$ cat src/rtl/ooo_pkg.sv
// Shared out-of-order core types: opcode groups, functional-unit select codes, issue-queue entry layout.
// Used by the decode, issue and execute stages.
package ooo_pkg;

    localparam int ROB_LEN = 32;
    localparam int RW      = $clog2(ROB_LEN);
    localparam int LQ_LEN  = 16;
    localparam int SQ_LEN  = 16;
    localparam int LQW     = $clog2(LQ_LEN) + 1;
    localparam int SQW     = $clog2(SQ_LEN) + 1;
    localparam int PW      = 7;

    // Major opcode groups, inst[6:2]
    localparam logic [4:0] LOAD   = 5'b00000;
    localparam logic [4:0] FLOAD  = 5'b00001;
    localparam logic [4:0] I_TYPE = 5'b00100;
    localparam logic [4:0] AUIPC  = 5'b00101;
    localparam logic [4:0] S_TYPE = 5'b01000;
    localparam logic [4:0] FSTORE = 5'b01001;
    localparam logic [4:0] R_TYPE = 5'b01100;
    localparam logic [4:0] LUI    = 5'b01101;
    localparam logic [4:0] F_TYPE = 5'b10100;
    localparam logic [4:0] B_TYPE = 5'b11000;
    localparam logic [4:0] JALR   = 5'b11001;
    localparam logic [4:0] JAL    = 5'b11011;
    localparam logic [4:0] SYSTEM = 5'b11100;

    typedef enum logic [2:0] {
        FU_ALU   = 3'd0,
        FU_MUL   = 3'd1,
        FU_DIV   = 3'd2,
        FU_BR    = 3'd3,
        FU_FPU   = 3'd4,
        FU_CSR   = 3'd5,
        FU_LOAD  = 3'd6,
        FU_STORE = 3'd7
    } fu_sel_e;

    typedef struct packed {
        logic [31:0]    pc;
        logic [31:0]    inst;
        logic [31:0]    imm;
        logic [4:0]     op;
        logic [2:0]     f3;
        logic [6:0]     f7;
        logic [PW-1:0]  P_rs1;
        logic [PW-1:0]  P_rs2;
        logic [PW-1:0]  P_rd;
        logic [2:0]     fu_sel;
        logic [RW-1:0]  rob_idx;
        logic [LQW-1:0] lq_tail;
        logic [SQW-1:0] sq_tail;
        logic           jump;
    } iss_bundle_t;

    typedef struct packed {
        logic        valid;
        logic        r1;
        logic        r2;
        iss_bundle_t uop;
    } iq_entry_t;

    function automatic logic uses_rs1(input logic [4:0] op);
        return !(op == LUI || op == AUIPC || op == JAL);
    endfunction

    function automatic logic uses_rs2(input logic [4:0] op);
        return op == R_TYPE || op == F_TYPE || op == S_TYPE || op == FSTORE || op == B_TYPE;
    endfunction

endpackage

$ cat src/rtl/iq_select.sv
// Oldest-first picker: reduces the candidate vector to the slot with the smallest age.
// Purely combinational binary tree; ages are assumed unique among candidates.
module iq_select #(
    parameter int N  = 16,
    parameter int AW = 5
) (
    input  logic [N-1:0]         cand,
    input  logic [N-1:0][AW-1:0] age,
    output logic                 grant_vld,
    output logic [$clog2(N)-1:0] grant_idx,
    output logic [N-1:0]         grant_oh
);
    localparam int IW = $clog2(N);

    // Heap-ordered tree: leaves at [N, 2N), root at 1, node 0 unused.
    logic          node_vld [2*N];
    logic [AW-1:0] node_age [2*N];
    logic [IW-1:0] node_idx [2*N];

    always_comb begin
        node_vld[0] = 1'b0;
        node_age[0] = '0;
        node_idx[0] = '0;
        for (int i = 0; i < N; i++) begin
            node_vld[N+i] = cand[i];
            node_age[N+i] = age[i];
            node_idx[N+i] = IW'(i);
        end
        for (int k = N - 1; k >= 1; k--) begin
            if (node_vld[2*k] && (!node_vld[2*k+1] || node_age[2*k] <= node_age[2*k+1])) begin
                node_vld[k] = 1'b1;
                node_age[k] = node_age[2*k];
                node_idx[k] = node_idx[2*k];
            end else begin
                node_vld[k] = node_vld[2*k+1];
                node_age[k] = node_age[2*k+1];
                node_idx[k] = node_idx[2*k+1];
            end
        end
        grant_vld = node_vld[1];
        grant_idx = node_idx[1];
        grant_oh  = '0;
        grant_oh[grant_idx] = node_vld[1];
    end

endmodule

$ cat src/rtl/issue_queue.sv
// Issue queue: buffers renamed uops, wakes sources from the CDB, issues the oldest ready uop per cycle.
// One registered issue per cycle; IS_ready drops only when every slot is occupied.
module issue_queue
    import ooo_pkg::*;
#(
    parameter int IQ_LEN = 16
) (
    input  logic              clk,
    input  logic              rst,
    input  logic              DC_valid,
    input  logic [31:0]       DC_out_pc,
    input  logic [31:0]       DC_out_inst,
    input  logic [31:0]       DC_out_imm,
    input  logic [4:0]        DC_out_op,
    input  logic [2:0]        DC_out_f3,
    input  logic [6:0]        DC_out_f7,
    input  logic [PW-1:0]     DC_out_P_rs1,
    input  logic [PW-1:0]     DC_out_P_rs2,
    input  logic [PW-1:0]     DC_out_P_rd,
    input  logic [2:0]        DC_out_fu_sel,
    input  logic [RW-1:0]     DC_out_rob_idx,
    input  logic [LQW-1:0]    DC_out_LQ_tail,
    input  logic [SQW-1:0]    DC_out_SQ_tail,
    input  logic              DC_out_jump,
    input  logic              rs1_rdy_in,
    input  logic              rs2_rdy_in,
    output logic              IS_ready,
    input  logic [1:0]        cdb_valid,
    input  logic [1:0][PW-1:0] cdb_P_rd,
    input  logic [7:0]        fu_ready,
    input  logic [RW-1:0]     rob_head,
    input  logic              mispredict,
    input  logic [RW-1:0]     flush_rob_idx,
    input  logic              stall,
    output logic              iss_valid,
    output logic [31:0]       iss_pc,
    output logic [31:0]       iss_inst,
    output logic [31:0]       iss_imm,
    output logic [4:0]        iss_op,
    output logic [2:0]        iss_f3,
    output logic [6:0]        iss_f7,
    output logic [PW-1:0]     iss_P_rs1,
    output logic [PW-1:0]     iss_P_rs2,
    output logic [PW-1:0]     iss_P_rd,
    output logic [2:0]        iss_fu_sel,
    output logic [RW-1:0]     iss_rob_idx,
    output logic [LQW-1:0]    iss_LQ_tail,
    output logic [SQW-1:0]    iss_SQ_tail,
    output logic              iss_jump
);
    localparam int IW = $clog2(IQ_LEN);

    iq_entry_t   slot_q [IQ_LEN];
    iss_bundle_t iss_q;
    logic        iss_valid_q;

    iss_bundle_t               dc_uop;
    iq_entry_t                 new_entry;
    logic [IQ_LEN-1:0]         valid_vec;
    logic [IQ_LEN-1:0]         wake1;
    logic [IQ_LEN-1:0]         wake2;
    logic [IQ_LEN-1:0]         cand;
    logic [IQ_LEN-1:0]         kill;
    logic [IQ_LEN-1:0][RW-1:0] age;
    logic [RW-1:0]             flush_age;
    logic [IW-1:0]             free_idx;
    logic                      alloc;
    logic                      grant_vld;
    logic [IW-1:0]             grant_idx;
    logic [IQ_LEN-1:0]         grant_oh;
    logic                      do_issue;

    // Tag 0 is the hardwired-ready register and never produces a wakeup.
    function automatic logic tag_hit(input logic [PW-1:0] tag, input logic [1:0] v,
                                     input logic [1:0][PW-1:0] t);
        return (tag != '0) && ((v[0] && t[0] == tag) || (v[1] && t[1] == tag));
    endfunction

    always_comb begin
        dc_uop = '{pc:      DC_out_pc,
                   inst:    DC_out_inst,
                   imm:     DC_out_imm,
                   op:      DC_out_op,
                   f3:      DC_out_f3,
                   f7:      DC_out_f7,
                   P_rs1:   DC_out_P_rs1,
                   P_rs2:   DC_out_P_rs2,
                   P_rd:    DC_out_P_rd,
                   fu_sel:  DC_out_fu_sel,
                   rob_idx: DC_out_rob_idx,
                   lq_tail: DC_out_LQ_tail,
                   sq_tail: DC_out_SQ_tail,
                   jump:    DC_out_jump};
        new_entry.valid = 1'b1;
        new_entry.r1    = rs1_rdy_in || !uses_rs1(DC_out_op) || DC_out_P_rs1 == '0 ||
                          tag_hit(DC_out_P_rs1, cdb_valid, cdb_P_rd);
        new_entry.r2    = rs2_rdy_in || !uses_rs2(DC_out_op) || DC_out_P_rs2 == '0 ||
                          tag_hit(DC_out_P_rs2, cdb_valid, cdb_P_rd);
        new_entry.uop   = dc_uop;
    end

    // Ages are relative to the ROB head so that rob_idx wrap-around orders correctly.
    assign flush_age = flush_rob_idx - rob_head;

    always_comb begin
        for (int i = 0; i < IQ_LEN; i++) begin
            valid_vec[i] = slot_q[i].valid;
            age[i]       = slot_q[i].uop.rob_idx - rob_head;
            wake1[i]     = slot_q[i].valid && tag_hit(slot_q[i].uop.P_rs1, cdb_valid, cdb_P_rd);
            wake2[i]     = slot_q[i].valid && tag_hit(slot_q[i].uop.P_rs2, cdb_valid, cdb_P_rd);
            cand[i]      = slot_q[i].valid && slot_q[i].r1 && slot_q[i].r2 &&
                           fu_ready[slot_q[i].uop.fu_sel];
            kill[i]      = age[i] > flush_age;
        end
    end

    always_comb begin
        free_idx = '0;
        for (int i = IQ_LEN - 1; i >= 0; i--) begin
            if (!slot_q[i].valid) free_idx = IW'(i);
        end
    end

    assign IS_ready = ~&valid_vec;
    assign alloc    = DC_valid && !mispredict && IS_ready;
    assign do_issue = grant_vld && !stall && !mispredict;

    iq_select #(
        .N  (IQ_LEN),
        .AW (RW)
    ) u_select (
        .cand      (cand),
        .age       (age),
        .grant_vld (grant_vld),
        .grant_idx (grant_idx),
        .grant_oh  (grant_oh)
    );

    always_ff @(posedge clk) begin
        if (rst) begin
            for (int i = 0; i < IQ_LEN; i++) slot_q[i] <= '0;
            iss_valid_q <= 1'b0;
            iss_q       <= '0;
        end else begin
            for (int i = 0; i < IQ_LEN; i++) begin
                if (alloc && free_idx == IW'(i)) begin
                    slot_q[i] <= new_entry;
                end else begin
                    if (wake1[i]) slot_q[i].r1 <= 1'b1;
                    if (wake2[i]) slot_q[i].r2 <= 1'b1;
                    if ((do_issue && grant_oh[i]) || (mispredict && kill[i]))
                        slot_q[i].valid <= 1'b0;
                end
            end
            iss_valid_q <= do_issue;
            if (do_issue) iss_q <= slot_q[grant_idx].uop;
        end
    end

    // Dispatch must already be gated by IS_ready upstream.
    assert property (@(posedge clk) disable iff (rst) !(DC_valid && !IS_ready));

    assign iss_valid   = iss_valid_q;
    assign iss_pc      = iss_q.pc;
    assign iss_inst    = iss_q.inst;
    assign iss_imm     = iss_q.imm;
    assign iss_op      = iss_q.op;
    assign iss_f3      = iss_q.f3;
    assign iss_f7      = iss_q.f7;
    assign iss_P_rs1   = iss_q.P_rs1;
    assign iss_P_rs2   = iss_q.P_rs2;
    assign iss_P_rd    = iss_q.P_rd;
    assign iss_fu_sel  = iss_q.fu_sel;
    assign iss_rob_idx = iss_q.rob_idx;
    assign iss_LQ_tail = iss_q.lq_tail;
    assign iss_SQ_tail = iss_q.sq_tail;
    assign iss_jump    = iss_q.jump;

endmodule

$ cat config.mk
export PLATFORM = sky130hd
export DESIGN_NAME = issue_queue
export DESIGN_NICKNAME = d
export VERILOG_FILES = /design/src/rtl/ooo_pkg.sv /design/src/rtl/iq_select.sv /design/src/rtl/issue_queue.sv
export SDC_FILE = /design/constraint.sdc
export NUM_CORES = 2
export LEC_CHECK = 0
export CAP_MARGIN = 10
export CORE_ASPECT_RATIO = 0.8
export CORE_MARGIN = 2
export CORE_UTILIZATION = 40
export CTS_CLUSTER_SIZE = 16
export DETAILED_ROUTE_END_ITERATION = 8
export PLACE_DENSITY = 0.58
export SYNTH_ARGS = -nofsm -noshare
export SYNTH_HDL_FRONTEND = slang
export SYNTH_SLANG_ARGS = --single-unit
$ cat constraint.sdc
create_clock -name clk -period 12.44 [get_ports clk]
set_input_delay 3.11 -clock clk [delete_from_list [all_inputs] [get_ports clk]]
set_output_delay 3.11 -clock clk [all_outputs]
set_load 0.005 [all_outputs]
; ---- After elaboration in Yosys (flattened, before gate mapping)
; Memories as Yosys holds them, arrays and structs flattened. A register that Yosys moved wholly into a read port is not among the register bits.
; Cells that the tools add are included.
; W data, S select, Z words.
[word_totals]
ramBits = 2464
wordCells = 1008
n_memories = 1
regBits = 1
[classes]
n_addsub = 17
mux = 400
n_bitwise = 65
n_reduce_logical = 384
order_cmp = 49
n_eq_ne = 91
[mem_list]
columns = name, words, word_bits, read_ports, rd_ports_with_merged_regs, wr, line_no
row1 = slot_q, 16, 154, 17, 1, 16, issue_queue.sv:53  ; iq_entry_t slot_q [IQ_LEN];
[ops]
columns = op, count
row1 = $mux W154, 16
row2 = $eq A7 B7 Y1, 68
row3 = $mux W1, 330
row4 = $logic_and A1 B1 Y1, 250
row5 = $reduce_bool A7 Y1, 34
row6 = $sub A5 B5 Y5, 17
row7 = $gt A5 B5 Y1, 16
row8 = $logic_or A1 B1 Y1, 77
row9 = $le A5 B5 Y1, 15
row10 = $mux W5, 14
row11 = $mux W4, 17
row12 = $lt A3 B4 Y1 const B, 16
row13 = $or A1 B1 Y1, 64
row14 = $bmux W1 S3, 16
row15 = $eq A4 B4 Y1 const B, 8
row16 = $eq A5 B4 Y1 const B, 4
row17 = $logic_not A1 Y1, 19
row18 = $and A16 B16 Y16, 1
row19 = $eq A4 B3 Y1 const B, 4
row20 = $reduce_and A16 Y1, 1
row21 = $eq A5 B5 Y1 const B, 3
row22 = $logic_not A7 Y1, 2
row23 = $eq A4 B2 Y1 const B, 2
row24 = $mux W2, 4
row25 = other kinds (7), 8

; ---- Longest topological paths before layout
; An unclocked memory read counts as a cell.
[logic_depth]
word_depth = 32
mapped_depth = 51

; ---- Cells and area by module
; From an unflattened synthesis, not the netlist that was laid out.
[hier_totals]
cells_unflattened = 8072
area_unflattened_um2 = 120963.5
[modules_own_cells]
columns = mod, area_per_inst_um2, cells_each, instances
row1 = issue_queue, 117863.0, 7649, 1
row2 = iq_select, 3100.5, 423, 1

; ---- Worst setup path after synthesis
; No wires, ideal clock.
[synth_path]
path_kind = input-to-reg
start = in rob_head[1]
end = mem slot_q[4][153] in the netlist's numbering (enable)
stages = 44
setup_slack_ns = 0.001
arrival_time_ns = 12.100
n_path_buf = 8
required_time_ns = 12.100
setup_ns = 0.340
cell_sequence = inv_1 -> fa_1 -> ha_1 -> nor2b_1 -> o21ai_0 -> a32oi_1 -> nor2_1 -> o221a_2 -> o21ai_1 -> mux2i_1 -> inv_1 -> ha_1 -> nor2b_1 -> o21a_1 -> o21ai_0 -> a21o_1 -> o22a_1 -> buf_2 -> (+8 left out) -> buf_2 -> nand2_1 -> o21a_1 -> ha_1 -> nor2b_1 -> o21a_1 -> o21a_1 -> o21a_1 -> o22ai_1 -> o21bai_2 -> buf_6 -> o21a_1 -> buf_4 -> buf_6 -> buf_4 -> buf_4 -> buf_2 -> o311ai_0
[synth_lines]
columns = item, line_no
row1 = from (decl), issue_queue.sv:31  ; input logic [RW-1:0] rob_head,
row2 = to (decl), issue_queue.sv:53

; ---- Worst setup path after layout
[layout_path]
start = in rob_head[0]
end = reg iss_P_rs1[5] (netlist name)
[layout_between]
elab_chain_len = 19
elab_cells_between_ends = 114
[layout_rtl]
columns = item, line_no
row1 = $sub A5 B5 Y5, issue_queue.sv:108  ; age[i] = slot_q[i].uop.rob_idx - rob_head;
row2 = $le A5 B5 Y1, iq_select.sv:30  ; if (node_vld[2*k] && (!node_vld[2*k+1] || node_age[2*k] <= node_age[2*k+1])) begin
row3 = $logic_or A1 B1 Y1, iq_select.sv:30
row4 = $logic_and A1 B1 Y1, iq_select.sv:30
row5 = $mux W5 / $mux W1 (equally long branches), iq_select.sv:30
row6 = $le A5 B5 Y1 / $logic_not A1 Y1 (equally long branches), iq_select.sv:30
row7 = $logic_or A1 B1 Y1, iq_select.sv:30
row8 = $logic_and A1 B1 Y1, iq_select.sv:30
row9 = (+2 left out), n/a
row10 = $logic_or A1 B1 Y1, iq_select.sv:30
row11 = $logic_and A1 B1 Y1, iq_select.sv:30
row12 = $mux W5 / $mux W1 (equally long branches), iq_select.sv:30
row13 = $le A5 B5 Y1 / $logic_not A1 Y1 (equally long branches), iq_select.sv:30
row14 = $logic_or A1 B1 Y1, iq_select.sv:30
row15 = $logic_and A1 B1 Y1, iq_select.sv:30
row16 = $mux W1, iq_select.sv:30
row17 = $logic_and A1 B1 Y1 (2 in series), issue_queue.sv:126  ; assign do_issue = grant_vld && !stall && !mispredict;
; Parallel ways exist; a longest one is shown, timed or not.
; A chain may end at the register's enable or synchronous reset.

==> impl_metrics.py <==
metrics = {
    "synth": {
        "ys_types": 81,
        "synth_area_mm2": 0.121,
        "yosys_warnings": 0,
        "yosys.area.top_type": "edfxtp_1",
        "synth_fa_ha_area_frac": 0.0231,
        "synth_compound_area_frac": 0.0751,
        "synth.top_cells.by_area": "edfxtp_1 61%, nor2_1 5.3%, mux4_2 4.2%, mux2i_1 3.9%, xnor2_1 2.8%",
        "async_flop_share": 0,
        "synth_top_area_frac": 0.611,
        "synth_top_family_by_area": "simple AND/OR/NAND/NOR gates",
        "ys_top_cells_by_count": "2464 x edfxtp_1, 1702 x nor2_1, 538 x clkbuf_1",
        "synth_xor_area_frac": 0.0399,
        "avgSynthCellArea_um2": 13.0,
        "synth_nets": 9679,
        "synth-seq-cells": 2616,
        "synth.mux.area_fraction": 0.0902,
        "synth_most_common_cell": "edfxtp_1",
        "syn_inst": 9277,
        "ys_seq_area_frac": 0.637,
        "synth-simple-area-share": 0.100,
        "synth_edf_count": 2464,
        "synth-main-ff-cell": "edfxtp_1",
    },
    "power": {
        "p_seq_frac": 0.454,
        "power_frac_comb": 0.184,
        "p_int_mw": 16.8,
        "clkPwrFrac": 0.362,
        "swShare": 0.273,
        "p_per_area_mw_per_mm2": 163,
        "ir_drop_mv": 0.112,
        "p_leak_nw": 53.3,
        "switching_power_mw": 6.32,
    },
    "detailed_routing": {
        "wl_mm": 430,
        "drtAntennaViolNets": 0,
        "drc_errors": 0,
        "dr_total_vias": 83801,
        "via_per_inst": 5.98,
        "firstDrtPassIters": 6,
        "avgRoutedWirePerCell_um": 30.7,
        "drt_iter0_drc": 11023,
    },
    "global_routing": {
        "grt_overflow": 0,
        "grt_max_degree": 127,
        "grt_pass1_vias": 81599,
        "grt.total_usage": 0.274,
        "antenna_found_initial": 15,
        "grt_pass1_wl_mm": 606,
    },
    "setup_path": {
        "cp-end-kind": "flip-flop",
        "crit_arrival_ns": 12.57,
        "path_common_cell": "buf_4",
        "critPathRequiredTime_ns": 13.13,
        "worstPathMaxFanout": 22,
        "startpoint_type": "primary input",
        "critical_path.slowest_cell": "clkdlybuf4s50_1",
        "max_stage_delay_ns": 0.53,
        "critPathKind": "primary input to flip-flop",
    },
    "sta": {
        "finalCriticalPeriod_ns": 11.88,
        "hold_viol": 0,
        "finalClockSkew_ns": 0.0755,
        "finalSetupTns_ns": 0,
        "fin_hold_ws_ns": 0.509,
        "tightest_slew_ns": 1.23,
        "setup_viol": 0,
        "clock.fmax_mhz": 84.2,
        "slew_viol_final": 0,
        "grt_setup_unrepaired": "false",
        "max_slew_margin": 0.181,
        "period_share": 0.955,
    },
    "floorplan": {
        "die_h_um": 496,
        "die_w_um": 619,
        "floorplan.rows": 180,
        "start_util": 0.402,
        "fp.dieArea_mm2": 0.307,
        "core_mm2": 0.301,
        "ios": 345,
    },
    "clock_tree": {
        "clk_pin_slew_ns": 0.07,
        "cts.path.max_buffers": 4,
        "cts_tree": "yes",
        "cts_root_buf": "clkbuf_16",
        "h-tree-depth": 5,
        "clock_latency_ns": 0.88,
        "cts_buffers": 279,
        "cts_sinks": 2616,
    },
    "cells_and_area": {
        "drive_gt1_frac": 0.145,
        "final_nets": 10192,
        "synthToLayoutAreaGrowth_pct": 17.4,
        "final_cells": 14017,
    },
    "run_status": {
        "outcome": "finished, final reports clean",
    },
    "placement": {
        "place_congestion": 0.936,
        "portBuffers": 344,
        "place_inst": 13511,
        "dp_hpwl_mm": 254,
    },
    "flow_run": {
        "cap_violations": 0,
    },
    "worst_hold_path": {
        "hp-class": "flip-flop to flip-flop",
    },
}
==> kinds of logic after synthesis <==
group / count (synthesis)
buf+inv: 1007
flops: 2616
xor+xnor: 551
compound gates: 1288
fa+ha+maj: 214
simple gates: 2808
mux: 793
==> worst paths after layout <==
path / startpoint / to / slack, ns / depth (start not counted)
worst max-delay path: rob_head[0] / iss_P_rs1[5]$_SDFFE_PP0P_ / 0.56 / 51
worst min-delay path: iss_LQ_tail[1]$_SDFFE_PP0P_ / iss_LQ_tail[1]$_SDFFE_PP0P_ / 0.51 / 2
worst max register to register: slot_q[5][11]$_SDFFCE_PN0P_ / iss_P_rs1[5]$_SDFFE_PP0P_ / 3.11 / 49
worst min register to register: iss_LQ_tail[1]$_SDFFE_PP0P_ / iss_LQ_tail[1]$_SDFFE_PP0P_ / 0.51 / 2
==> flip-flops by register name, summed over array words and instances, names as in the netlist <==
name,cells
iss_LQ_tail,5
iss_P_rd,7
iss_P_rs1,7
iss_P_rs2,7
iss_SQ_tail,5
iss_f3,3
iss_f7,7
iss_fu_sel,3
iss_imm,32
iss_inst,32
iss_jump,1
iss_op,5
iss_pc,32
iss_rob_idx,5
iss_valid,1
slot_q,2464
==> placed cells by master, fill, tap and decap left out, drive strengths merged, types with 228 or more instances in the layout <==
master and count:
edfxtp 2464, mux2i 466, xnor2 389, nand2 404, clkdlybuf4s50 329, clkbuf 383, o21ai 242, buf 639
nor2 1706, mux4 228, inv 283
==> worst max-delay path, delay by kind of cell <==
| family | cells | cell delay [ns] |
|---|---|---|
| mux | 2 | 0.53 |
| compound gates | 21 | 3.56 |
| buf+inv | 13 | 2.46 |
| fa+ha+maj | 6 | 1.60 |
| simple gates | 8 | 1.05 |
| xor+xnor | 1 | 0.23 |
==> metal layers <==
metal	routed length (um)	GRT usage	share of wire
met3	42000	0.0476	0.098
met5	65	0	0.00015
met4	13700	0.0828	0.032
met1	182000	0.397	0.42
met2	192000	0.422	0.45
==> cell type report <==
type,count,area [um^2]
clock buffer,382,7840
antenna,6,15.0
inverter,270,1130
fill,26316,159000
timing repair buffer,969,9730
sequential,2616,77000
multi-input combinational,5654,40100
clock inverter,116,1180
tap,4004,5010
==> power groups by stage <==
stage                     combinational (mW)  sequential (mW)  clock [mW]
after floorplan                         2.44             10.6           0
after global placement                  4.12             10.7           0
after detailed placement                4.18             10.7           0
after CTS                               4.20             10.5        8.43
after global routing                    4.51             10.5        8.76
final                                   4.24             10.5        8.37
==> stage by stage <==
| step | util | instance area, um^2 | setup WS, ns | power, mW |
|---|---|---|---|---|
| final | 0.472 | 142000 | 0.560 | 23.1 |
| after global routing | 0.472 | 142000 | 0.00718 | 23.8 |
| after CTS | 0.472 | 142000 | 0.417 | 23.1 |
| after detailed placement | 0.442 | 133000 | -0.417 | 14.8 |
| after global placement | 0.442 | 133000 | -0.452 | 14.8 |
| after floorplan | - | 121000 | 0.000584 | 13.0 |
==> what timing repair did <==
action	CTS	global route
hold endpoints to repair	0	0
hold buffers	0	0
setup buffers	0	2
setup endpoints to repair	0	164
gates resized for setup	0	14
(Power assumes the default switching activity.)
